<file path="src/rtl/puf_response_builder.sv">
// puf_response_builder: sequences ring-oscillator PUF measurements and compares RO pairs into a response word
//
// Ports:
//   clk            system clock (also the PUF reference counter clock)
//   RST            asynchronous active-low reset
//   START          one-cycle request to build a response, accepted only in IDLE
//   SEED_CHAL      base {sel, bx} challenge, latched on an accepted START
//   PUF_CHALLENGE  {muxSel, sel, bx} presented to the PUF
//   PUF_EN         PUF measurement enable
//   PUF_RST        active-high PUF counter reset
//   PUF_DONE       PUF measurement-complete flag (only looked at in MEAS)
//   PUF_COUNT      PUF oscillation count
//   BUSY           high from accepted START until FIN
//   VALID          RESPONSE holds a complete result
//   RESPONSE       response word, bit i from measurement pair i
//   TIE_SEEN       sticky: a pair compared equal during this run
//   TIMEOUT_ERR    sticky: a measurement exceeded MAX_WAIT and the run was aborted
module puf_response_builder #(
    parameter int          N_BITS   = 8,
    parameter int          COUNT_W  = 33,
    parameter logic [31:0] MAX_WAIT = 32'h0300_0000
) (
    input  logic               clk,
    input  logic               RST,
    input  logic               START,
    input  logic [5:0]         SEED_CHAL,
    output logic [7:0]         PUF_CHALLENGE,
    output logic               PUF_EN,
    output logic               PUF_RST,
    input  logic               PUF_DONE,
    input  logic [COUNT_W-1:0] PUF_COUNT,
    output logic               BUSY,
    output logic               VALID,
    output logic [N_BITS-1:0]  RESPONSE,
    output logic               TIE_SEEN,
    output logic               TIMEOUT_ERR
);
    typedef enum logic [2:0] {IDLE, CLR, SETTLE, MEAS, CAPT, CMP, FIN} state_t;

    state_t             state, state_n;
    logic [5:0]         seed, seed_n, idx, idx_n;
    logic               m, m_n, settle_cnt, last, timeout;
    logic [31:0]        wait_cnt;
    logic [COUNT_W-1:0] cnt_a, cnt_b;

    assign last    = idx == 6'(N_BITS - 1);
    // DONE wins over the timeout when both land on the final allowed cycle
    assign timeout = state == MEAS && !PUF_DONE && wait_cnt == MAX_WAIT - 32'd1;

    always_comb begin
        state_n = state;
        idx_n   = idx;
        m_n     = m;
        seed_n  = seed;
        case (state)
            IDLE:   if (START) begin
                        state_n = CLR;
                        idx_n   = '0;
                        m_n     = 1'b0;
                        seed_n  = SEED_CHAL;
                    end
            CLR:    state_n = SETTLE;
            SETTLE: state_n = settle_cnt ? MEAS : SETTLE;
            MEAS:   state_n = PUF_DONE ? CAPT : timeout ? FIN : MEAS;
            CAPT:   begin
                        state_n = m ? CMP : CLR;
                        m_n     = 1'b1;
                    end
            CMP:    if (!last) begin
                        state_n = CLR;
                        idx_n   = idx + 6'd1;
                        m_n     = 1'b0;
                    end else begin
                        state_n = FIN;
                    end
            FIN:    state_n = IDLE;
            default: state_n = IDLE;
        endcase
    end

    // Outputs are registered from the next state so they line up with the state they describe
    always_ff @(posedge clk or negedge RST) begin
        if (!RST) begin
            state         <= IDLE;
            seed          <= '0;
            idx           <= '0;
            m             <= 1'b0;
            settle_cnt    <= 1'b0;
            wait_cnt      <= '0;
            cnt_a         <= '0;
            cnt_b         <= '0;
            PUF_CHALLENGE <= '0;
            PUF_EN        <= 1'b0;
            PUF_RST       <= 1'b0;
            BUSY          <= 1'b0;
            VALID         <= 1'b0;
            RESPONSE      <= '0;
            TIE_SEEN      <= 1'b0;
            TIMEOUT_ERR   <= 1'b0;
        end else begin
            state      <= state_n;
            seed       <= seed_n;
            idx        <= idx_n;
            m          <= m_n;
            settle_cnt <= state == SETTLE ? ~settle_cnt : 1'b0;
            wait_cnt   <= state == MEAS ? wait_cnt + 32'd1 : '0;
            if (state == IDLE && START) begin
                RESPONSE    <= '0;
                VALID       <= 1'b0;
                TIE_SEEN    <= 1'b0;
                TIMEOUT_ERR <= 1'b0;
            end
            if (state == CAPT && !m)
                cnt_a <= PUF_COUNT;
            if (state == CAPT && m)
                cnt_b <= PUF_COUNT;
            if (state == CMP) begin
                RESPONSE <= RESPONSE | (N_BITS'(cnt_a > cnt_b) << idx);
                if (cnt_a == cnt_b)
                    TIE_SEEN <= 1'b1;
            end
            if (timeout)
                TIMEOUT_ERR <= 1'b1;
            if (state_n == FIN)
                VALID <= !(timeout || TIMEOUT_ERR);
            // CLR is only ever entered for one cycle, so this is the load on entry
            if (state_n == CLR)
                PUF_CHALLENGE <= {idx_n[0], m_n, seed_n + idx_n};
            PUF_EN  <= state_n == MEAS;
            PUF_RST <= state_n == CLR;
            BUSY    <= state_n inside {CLR, SETTLE, MEAS, CAPT, CMP};
        end
    end
endmodule

</file>
<file path="config.mk">
export PLATFORM = sky130hd
export DESIGN_NAME = puf_response_builder
export DESIGN_NICKNAME = d
export VERILOG_FILES = /design/src/rtl/puf_response_builder.sv
export SDC_FILE = /design/constraint.sdc
export NUM_CORES = 1
export LEC_CHECK = 0
export ABC_AREA = 1
export CAP_MARGIN = 20
export CORE_MARGIN = 5
export CORE_UTILIZATION = 24
export DETAILED_ROUTE_END_ITERATION = 10
export PLACE_DENSITY = 0.43
export SYNTH_ARGS = -nofsm -noshare
export SYNTH_HDL_FRONTEND = slang
export SYNTH_SLANG_ARGS = --single-unit
</file>
<file path="constraint.sdc">
create_clock -name clk -period 2.5 [get_ports clk]
set_clock_uncertainty 0.15 [all_clocks]
set_input_delay 0.5 -clock clk [delete_from_list [all_inputs] [get_ports clk]]
set_output_delay 0.5 -clock clk [all_outputs]
set_load 0.01 [all_outputs]
</file>
==> metrics.md, run 1 <==
| Metric | Value |
|---|---|
| Final setup viols | `0` |
| Post-synth EDFFs | `0` |
| Tmin final | `2.37 ns` |
| Clock Sinks | `137` |
| Initial antenna violation count | `0` |
| Via/cell ratio | `4.14` |
| Final Hold Vio Count | `0` |
| Final period util | `0.947` |
| Gpl congestion | `0.765` |
| Post-DR wirelength/cell | `13.3 um` |
| Die boundary height | `182 um` |
| IO Port Bufs | `64` |
| # rows | `63` |
| Peak supply drop | `0.000399 V` |
| Total Routing Usage GR | `0.110` |
| RSZ-0062 raised after global routing | `yes` |
| Clock Tree Buf Depth | `2` |
| Core box area | `29500 um^2` |
| Status | `finished, final reports clean` |
| Layout cells sized above 1 | `0.205` |
| Post-synthesis mux area share | `0.0521` |
| Worst EP required | `2.66 ns` |
| Internal Power | `6.36 mW` |
| Synth Area in Simple Gates | `0.223` |
| Leakage | `4.21 nW` |
| CP max FO | `3` |
| Rel. slew slack | `0.645` |
| Max Fclk | `422 MHz` |
| CTS tree | `built` |
| Hold Path Origin | `settle_cnt` |
| Prevailing post-synth register cell | `dfrtp_1` |
| Gate power share | `0.376` |
| Die span in x | `182 um` |
| Switching Share | `0.344` |
| H-tree level count | `4` |
| Fin Hold WS | `0.272 ns` |
| CTS Root Buffer Type | `clkbuf_16` |
| First-pass GRT wire length | `29400 um` |
| Vias in the first global route | `5592` |
| Syn avg cell area | `8.94 um^2` |
| Post-synth ARST share | `1.00` |
| Synth Area in Adders | `0.0729` |
| Nets | `992` |
| Worst Setup SP | `idx[0]` |
| Starting DRT DRC Count | `229` |
| Crit path DAT | `2.53 ns` |
| Compound-Gate Fraction of Synth Area | `0.0798` |
| R2r startpoint | `idx[0]` |
| Register area share after synthesis | `0.480` |
| XOR/XNOR share of the synthesized area | `0.0196` |
| Placed Area | `8520 um^2` |
| Type of origin of the critical path | `flop` |
| P_sw | `3.33 mW` |
| Max-cap check violation count | `0` |
| Commonest non-fill, non-tap cells in the layout | `nand2_1, dfrtp_1, inv_1` |
| Post-synth cell types | `43` |
| Fin util | `0.317` |
| Slew Viols, Final | `0` |
| Slew @ Worst Pin | `0.533 ns` |
| Worst skew pair latency | `0.42 ns` |
| Antenna diode count | `0` |
| Num CTS Buffers | `17` |
| Drc violations | `0` |
| Clock power share | `0.287` |
| DRT Pass-1 Iters | `4` |
| GRT Residual Overflow | `0` |
| Largest net degree at the start of global routing | `49` |
| Mapped Area | `7140 um^2` |
| Reg power frac | `0.338` |
| Synth-to-Final Area Change | `31.1%` |
| Final HPWL DP | `12800 um` |
| I/O pin cnt | `65` |
| Yosys warns | `0` |
| Largest family of logic cells by synthesized area | `simple AND/OR/NAND/NOR gates` |
| Cells after Synth | `798` |
| Crit path kind | `reg2reg` |
| FF+latch count, synth | `137` |
| CTS clk-pin slew, worst paths | `0.06 ns` |
| Worst Hold Class | `reg2reg` |
| Final instance area | `9350 um^2` |
| Leading cell type in the layout, fill and taps excluded | `nand2_1` |
| Setup crit end kind | `flop` |
| P per Cell Area | `1040 nW/um^2` |
| Initial Util | `0.242` |
| Vias | `5417` |
| Mapped Nets | `882` |
| Area of the die | `33300 um^2` |
| Routed WL | `17400 um` |
| Detail Route Antenna Nets | `0` |
==> sequential cells by signal, indices dropped and copies added, names as in the netlist, 3 cells and up <==
register,cells
cnt_b,33
cnt_a,33
state,3
RESPONSE,8
seed,6
idx,6
wait_cnt,32
PUF_CHALLENGE,8
==> cells in the mapped netlist, types with 8 or more instances <==
library cell | instances | area [um^2]
nand2_1 | 170 | 638
nand2_2 | 15 | 93.8
o21bai_1 | 8 | 60.1
nor3_1 | 19 | 95.1
nand3_1 | 23 | 115
inv_1 | 99 | 372
a21oi_1 | 27 | 135
o21ai_1 | 16 | 80.1
xor2_1 | 8 | 70.1
nand4_1 | 17 | 106
dfrtp_1 | 137 | 3430
inv_2 | 13 | 48.8
ha_1 | 40 | 500
xnor2_1 | 8 | 70.1
mux2_2 | 32 | 360
o21ai_0 | 36 | 180
nor2_1 | 70 | 263
==> per-layer routing <==
| layer | global-route usage | wire, um |
|---|---|---|
| met5 | 0 | 0 |
| met1 | 0.156 | 8820 |
| met3 | 0.0231 | 516 |
| met2 | 0.169 | 7710 |
| met4 | 0.0381 | 330 |
==> worst paths after layout <==
| check | end | cells after the start | slack, ns |
|---|---|---|---|
| min in group asynchronous | cnt_a[22] | 2 | 0.43 |
| setup / recovery | PUF_CHALLENGE[5] | 17 | 0.13 |
| hold reg to reg | settle_cnt | 1 | 0.27 |
| hold / removal | settle_cnt | 1 | 0.27 |
| max in group asynchronous | cnt_b[0] | 3 | 1.16 |
| setup reg to reg | PUF_CHALLENGE[5] | 17 | 0.13 |
==> power groups by stage <==
stage | registers (mW) | clock network (mW) | logic, mW
3_3_place_gp | 3.30 | 0 | 3.56
6_report | 3.27 | 2.78 | 3.64
5_1_grt | 3.35 | 2.95 | 4.28
2_1_floorplan | 3.28 | 0 | 2.37
4_1_cts | 3.27 | 2.86 | 3.63
3_5_place_dp | 3.30 | 0 | 3.58
==> stage by stage <==
stage | TNS [ns] | power, mW | worst slack [ns] | std cells
detailed placement | -1.03 | 6.88 | -0.341 | 1276
finish | 0 | 9.70 | 0.132 | 1310
floorplan | -0.000670 | 5.65 | -0.000670 | 798
CTS | 0 | 9.76 | 0.00167 | 1308
global placement | -0.918 | 6.86 | -0.328 | 1276
global route | -0.0337 | 10.6 | -0.0337 | 1310
==> what timing repair did <==
item / 4_1_cts / 5_1_grt
endpoints found under the setup margin: 2 / 4
setup buffers: 0 / 3
hold buffers: 1 / 0
gates resized for setup: 10 / 30
pin swaps: 10 / 13
hold endpoints to repair: 44 / 0
==> layout make-up <==
class | instances | area [um^2]
flip-flops and latches | 137 | 3430
fillers | 3150 | 20100
clock buffers | 20 | 447
multi-input cells | 534 | 3360
well taps | 390 | 488
inverters | 112 | 423
clock inverters | 11 | 195
repair buffers | 106 | 1010
==> critical path, stage by stage (launching register included) <==
cell and delay (ns):
dfrtp_1 0.39, ha_2 0.19, nand2_2 0.07, inv_2 0.05, nand3_4 0.07, inv_2 0.05, nor2_4 0.14, inv_2 0.09
o32ai_4 0.31, ha_4 0.25, nand2_1 0.08, nand2_1 0.07, a21oi_2 0.13, inv_1 0.05, nand2_1 0.06, nand2_1 0.04
nand2_1 0.05, nand2_1 0.05
==> kinds of logic (layout without fill, tap and decap cells) <==
kind of cell,after synthesis,after routing
and+or+nand+nor,343,343
DFF,137,137
buffers and inverters,127,249
AOI/OAI and AO/OA,101,101
adders and majority gates,41,41
muxes,33,33
xor gates and xnor gates,16,16
Note: power is estimated with default switching activity, not from simulation.
==> inputs of run 2 (changes only) <==
--- a/config.mk
+++ b/config.mk
@@ -10,7 +10,7 @@
 export CORE_MARGIN = 5
 export CORE_UTILIZATION = 24
 export DETAILED_ROUTE_END_ITERATION = 10
-export PLACE_DENSITY = 0.43
+export PLACE_DENSITY = 0.51
 export SYNTH_ARGS = -nofsm -noshare
 export SYNTH_HDL_FRONTEND = slang
 export SYNTH_SLANG_ARGS = --single-unit
==> run 2 against run 1 <==
Effect of this change:
- design area fell by 1.6%
- power decreased by 4.6%
- worst hold slack better by 0.011 ns
- core utilization decreased by 0.51 points
- via count rose by 0.41%
==> metrics.md, run 2 (synthesis results as in run 1) <==
| Metric | Value |
|---|---|
| Final HPWL DP | `12200 um` |
| Leading cell type in the layout, fill and taps excluded | `nand2_1` |
| Gpl congestion | `0.765` |
| Hold Path Sink | `settle_cnt` |
| Area of the die | `33300 um^2` |
| Final period util | `0.958` |
| RSZ-0062 raised after global routing | `yes` |
| CP max FO | `3` |
| Vias in the first global route | `5579` |
| Num CTS Buffers | `17` |
| Worst Hold Class | `reg2reg` |
| Synth-to-Final Area Change | `29.0%` |
| Top flop regs | `cnt_a: 33 flops, cnt_b: 33 flops, wait_cnt: 32 flops` |
| Status | `finished, final reports clean` |
| Clock Sinks | `137` |
| Commonest non-fill, non-tap cells in the layout | `nand2_1, dfrtp_1, inv_1` |
| IO Port Bufs | `64` |
| Post-DR wirelength/cell | `12.8 um` |
| # rows | `63` |
| Setup ws final | `0.105 ns` |
| Worst EP required | `2.66 ns` |
| Final setup viols | `0` |
| Type of origin of the critical path | `flop` |
| Peak supply drop | `0.000518 V` |
| Initial Util | `0.242` |
| Final Hold Vio Count | `0` |
| I/O pin cnt | `65` |
| Reg-to-Reg End | `PUF_CHALLENGE[4]` |
| Total Routing Usage GR | `0.105` |
| Worst Hold Depth | `1` |
| Routed WL | `16700 um` |
| P per Cell Area | `1000 nW/um^2` |
| GRT Residual Overflow | `0` |
| Hold Path Origin | `settle_cnt` |
| Fillers | `3132` |
| Max-cap check violation count | `0` |
| Slew Viols, Final | `0` |
| Reg2Reg Setup Slack | `0.10 ns` |
| Nets | `990` |
| Largest net degree at the start of global routing | `66` |
| Worst skew pair latency | `0.42 ns` |
| GRT met1 Usage | `0.146` |
| Worst slack, placed | `-0.319 ns` |
| Max Fclk | `417 MHz` |
| GR Util met2 | `0.161` |
| Via/cell ratio | `4.16` |
| Fin util | `0.312` |
| First-pass GRT wire length | `28200 um` |
| Setup crit end kind | `flop` |
| Initial antenna violation count | `1` |
| Global route hottest layer | `met2` |
| Antenna diode count | `0` |
| R2r startpoint | `idx[0]` |
| CTS clk-pin slew, worst paths | `0.06 ns` |
| Crit path kind | `reg2reg` |
| Core box area | `29500 um^2` |
| Vias | `5439` |
| GR Layer Usage met3 | `0.0261` |
| Layout cells sized above 1 | `0.200` |
| Leakage | `4.16 nW` |
| Drc violations | `0` |
| CTS Root Buffer Type | `clkbuf_16` |
| Crit path DAT | `2.56 ns` |
| Worst reg2reg path depth | `15` |
| Die boundary height | `182 um` |
| DRT Pass-1 Iters | `4` |
| Tmin final | `2.40 ns` |
| Starting DRT DRC Count | `271` |
| CTS tree | `built` |
| Rel. slew slack | `0.580` |
| H-tree level count | `4` |
| Slew @ Worst Pin | `0.630 ns` |
| Clock Tree Buf Depth | `2` |
| Die span in x | `182 um` |
| Detail Route Antenna Nets | `0` |
## run 2: layout make-up
class                   count  area (um^2)  area share
flip-flops and latches    137         3430       0.373
inverters                 112          423      0.0460
clock inverters            14          123      0.0133
multi-input cells         534         3310       0.359
repair buffers            104          995       0.108
clock buffers              18          439      0.0477
well taps                 390          488      0.0530
## run 2: worst max-delay path by stage
stage,start,to
global route,idx[1],PUF_CHALLENGE[5]
global placement,START,PUF_CHALLENGE[5]
CTS,idx[1],PUF_CHALLENGE[4]
floorplan,idx[0],PUF_CHALLENGE[4]
finish,idx[0],PUF_CHALLENGE[4]
detailed placement,START,PUF_CHALLENGE[4]
## run 2: power by group
part           internal, mW  leakage (nW)  switching [mW]
Sequential             2.95          1.73           0.316
Clock                  1.40         0.265            1.04
Combinational          1.57          2.16            1.98
## run 2: metal layers
metal,share of wire,wire [um],up-vias
met5,0.00066,11,-
met4,0.013,217,2
met3,0.032,536,16
met2,0.45,7510,64
met1,0.51,8450,2550
li1,-,-,2807
## run 2: what timing repair did
action | in CTS | in global routing
hold buffers | 1 | 0
endpoints found under the setup margin | 2 | 4
setup buffers | 1 | 5
pin swaps | 8 | 18
hold endpoints to repair | 61 | 0
resized for setup | 9 | 21
## run 2: through the flow
stage	TNS (ns)	hold WS, ns	area, um^2	instances	total power [mW]
final	0	0.284	9200	1309	9.25
after global routing	-0.185	0.308	9200	1309	10.1
after CTS	-0.0367	0.280	9090	1304	9.33
after detailed placement	-0.907	0.272	8480	1270	6.81
after global placement	-0.728	0.262	8480	1270	6.78
after floorplan	-0.000670	0.0544	7140	798	5.65
## run 2: worst max-delay path: stages, from the launching register on
cell and delay, ns:
dfrtp_1 0.39, ha_2 0.20, nand2_2 0.07, inv_2 0.04, nand3_2 0.07, inv_2 0.05, nor2_4 0.14, nor2_4 0.05
nand2_1 0.07, o21ai_2 0.07, ha_2 0.20, fa_2 0.35, a21oi_2 0.13, o21ai_1 0.07, xnor2_1 0.17, o21ai_2 0.07
==> inputs of run 3 (changes only) <==
--- a/config.mk
+++ b/config.mk
@@ -5,10 +5,11 @@
 export SDC_FILE = /design/constraint.sdc
 export NUM_CORES = 1
 export LEC_CHECK = 0
-export ABC_AREA = 1
+export ABC_AREA = 0
 export CAP_MARGIN = 20
 export CORE_MARGIN = 5
 export CORE_UTILIZATION = 24
+export CTS_CLUSTER_SIZE = 25
 export DETAILED_ROUTE_END_ITERATION = 10
 export PLACE_DENSITY = 0.51
 export SYNTH_ARGS = -nofsm -noshare
==> constraint.sdc (replaced) <==
create_clock -name clk -period 2.5 [get_ports clk]
set_clock_uncertainty 0.15 [all_clocks]
set_input_delay 0.25 -clock clk [delete_from_list [all_inputs] [get_ports clk]]
set_output_delay 0.25 -clock clk [all_outputs]
set_load 0.01 [all_outputs]
==> run 3 against run 2 <==
Effect of this change:
- the run now ends with negative setup slack left
- highest routed layer is now met4
- critical path depth shrank 5
- synthesized area shrank 5.4%
- power grew 2.2%
- critical path type unchanged
- non-clock buffer count grew 38
- combinational power shrank 2%
- via count shrank 11%
- flip-flop and latch count is the same
- worst hold slack lost 0.14 ns
==> metrics.md, run 3 <==
| Metric | Value |
|---|---|
| Sequential cell area | `3430 um^2` |
| Commonest non-fill, non-tap cells in the layout | `dfrtp_1, nand2_1, buf_4` |
| Max Fclk | `359 MHz` |
| Leakage | `4.21 nW` |
| CP max FO | `6` |
| Die span in x | `178 um` |
| Switching Share | `0.309` |
| Slew @ Worst Pin | `0.608 ns` |
| Nets | `845` |
| Drc violations | `0` |
| Share of the synthesized area in the top cell type | `0.508` |
| Layout cells sized above 1 | `0.242` |
| Placed Area | `8340 um^2` |
| Ranking of synthesized cells by area | `dfrtp_1, ha_1, mux2_4` |
| Antenna diode count | `0` |
| Via/cell ratio | `4.21` |
| Synth-to-Final Area Change | `37.7%` |
| Status | `finished with violations` |
| Final period util | `1.11` |
| Max-cap check violation count | `0` |
| P_sw | `2.92 mW` |
| Most common cell in the netlist | `dfrtp_1` |
| H-tree level count | `4` |
| FF+latch count, synth | `137` |
| Rel. slew slack | `0.595` |
| Top flop regs | `cnt_a: 33 flops, cnt_b: 33 flops, wait_cnt: 32 flops` |
| Final instance area | `9290 um^2` |
| Crit path DAT | `2.94 ns` |
| Initial Util | `0.243` |
| Fin Hold WS | `0.146 ns` |
| Largest net degree at the start of global routing | `66` |
| CTS tree | `built` |
| Vias in the first global route | `4940` |
| Starting DRT DRC Count | `184` |
| Internal Power | `6.53 mW` |
| Area occupied by multi-input gates | `3250 um^2` |
| First-pass GRT wire length | `26100 um` |
| Clock Sinks | `137` |
| Num CTS Buffers | `17` |
| IO Port Bufs | `64` |
| Setup crit end kind | `flop` |
| Yosys warns | `0` |
| Gate power share | `0.370` |
| Post-synth top cells | `dfrtp_1, nand2_1, o21ai_0` |
| Failing checks | `negative setup slack` |
| Post-synth cell types | `55` |
| Final setup viols | `2` |
| GRT Residual Overflow | `0` |
| Register area share after synthesis | `0.508` |
| Worst EP required | `2.66 ns` |
| Prevailing post-synth register cell | `dfrtp_1` |
| Worst skew pair latency | `0.43 ns` |
| Vias | `4842` |
| Reg power frac | `0.344` |
| Worst Hold Class | `in2async` |
| Final HPWL DP | `11200 um` |
| RSZ-0062 raised after global routing | `yes` |
| Total Routing Usage GR | `0.105` |
| Setup ws final | `-0.284 ns` |
| Type of origin of the critical path | `flop` |
| Die boundary height | `178 um` |
| Cells after Synth | `624` |
| Mapped Nets | `708` |
| Clock power share | `0.287` |
| P per Cell Area | `1020 nW/um^2` |
| Tmin final | `2.78 ns` |
| Mapped Area | `6750 um^2` |
| Routed WL | `15900 um` |
| Core box area | `27800 um^2` |
| Gpl congestion | `0.763` |
| Post-synth top area cell | `dfrtp_1` |
| DRT Pass-1 Iters | `4` |
| Fillers | `2844` |
| Final Hold Vio Count | `0` |
| Crit path kind | `reg2reg` |
| Post-DR wirelength/cell | `13.8 um` |
| # rows | `61` |
| CTS Root Buffer Type | `clkbuf_16` |
| Post-synth ARST share | `1.00` |
| Slew Viols, Final | `0` |
| I/O pin cnt | `65` |
| Area of the die | `31600 um^2` |
| CTS clk-pin slew, worst paths | `0.06 ns` |
| Clock Tree Buf Depth | `2` |
| Syn avg cell area | `10.8 um^2` |
| Initial antenna violation count | `0` |
| Leading cell type in the layout, fill and taps excluded | `dfrtp_1` |
| Post-synth EDFFs | `0` |
| Detail Route Antenna Nets | `0` |
| Peak supply drop | `0.000367 V` |
## run 3: final cells by class
class	instances	share of cell area
inverters	41	0.0166
repair buffers	142	0.146
clock buffers	18	0.0473
flip-flops and latches	137	0.369
clock inverters	13	0.0209
multi-input cells	422	0.349
well taps	378	0.0509
## run 3: logic make-up after synthesis
kind of cell             count (synthesis)  share of synthesized area
AND/OR/NAND/NOR                        200                      0.150
flip-flops                             137                      0.508
AO/OA/AOI/OAI                          102                     0.0865
buffers and inverters                   65                     0.0413
multiplexers                            46                     0.0925
adder cells (fa/ha/maj)                 41                     0.0771
XOR/XNOR                                33                     0.0448
## run 3: critical path, cell delays in order, from the launching register on
cell      delay (ns)
dfrtp_1         0.37
nand2b_4        0.14
or3_4           0.43
mux2_4          0.34
ha_4            0.21
a21o_1          0.16
a21oi_2         0.13
o21bai_1        0.10
a21oi_2         0.15
xnor3_1         0.23
mux2_4          0.26
## run 3: metrics by stage
stage / setup slack, ns / TNS [ns] / cells / utilization / power [mW]
2_1_floorplan: -0.400 / -0.682 / 624 / - / 5.35
3_3_place_gp: -0.770 / -5.31 / 1110 / 0.300 / 6.49
3_5_place_dp: -0.873 / -5.83 / 1110 / 0.300 / 6.52
4_1_cts: -0.378 / -1.74 / 1145 / 0.327 / 9.42
5_1_grt: -0.362 / -2.08 / 1151 / 0.335 / 10.2
6_report: -0.284 / -0.450 / 1151 / 0.335 / 9.45
## run 3: worst paths after layout
path / startpoint / endpoint / slack, ns / cells after the start
worst max-delay path: state[0] / PUF_CHALLENGE[5] / -0.28 / 10
worst min-delay path: RST / wait_cnt[11] / 0.15 / 2
worst max register to register: state[0] / PUF_CHALLENGE[5] / -0.28 / 10
worst min register to register: settle_cnt / settle_cnt / 0.27 / 1
max in group asynchronous: RST / wait_cnt[14] / 1.41 / 3
min in group clk: settle_cnt / settle_cnt / 0.27 / 1
## run 3: power groups by stage
stage | clock [mW] | sequential (mW) | combinational [mW]
2_1_floorplan | 0 | 3.24 | 2.11
3_3_place_gp | 0 | 3.27 | 3.22
3_5_place_dp | 0 | 3.27 | 3.25
4_1_cts | 2.79 | 3.25 | 3.38
5_1_grt | 2.89 | 3.33 | 3.96
6_report | 2.71 | 3.25 | 3.49
## run 3: what timing repair did
| item | CTS | global route |
|---|---|---|
| buffers inserted | 2 | 6 |
| hold buffers | 1 | 0 |
| setup endpoints to repair | 38 | 47 |
| pin swaps | 6 | 13 |
| hold endpoints to repair | 66 | 0 |
| cloned | 1 | 2 |
| resized for setup | 14 | 27 |
## run 3: layer usage
| metal | vias to the layer above | wire (um) | track usage |
|---|---|---|---|
| met4 | 0 | 242 | 0.0345 |
| li1 | 2437 | - | - |
| met5 | - | 0 | 0 |
| met3 | 18 | 581 | 0.0305 |
| met1 | 2321 | 7820 | 0.139 |
| met2 | 66 | 7240 | 0.165 |
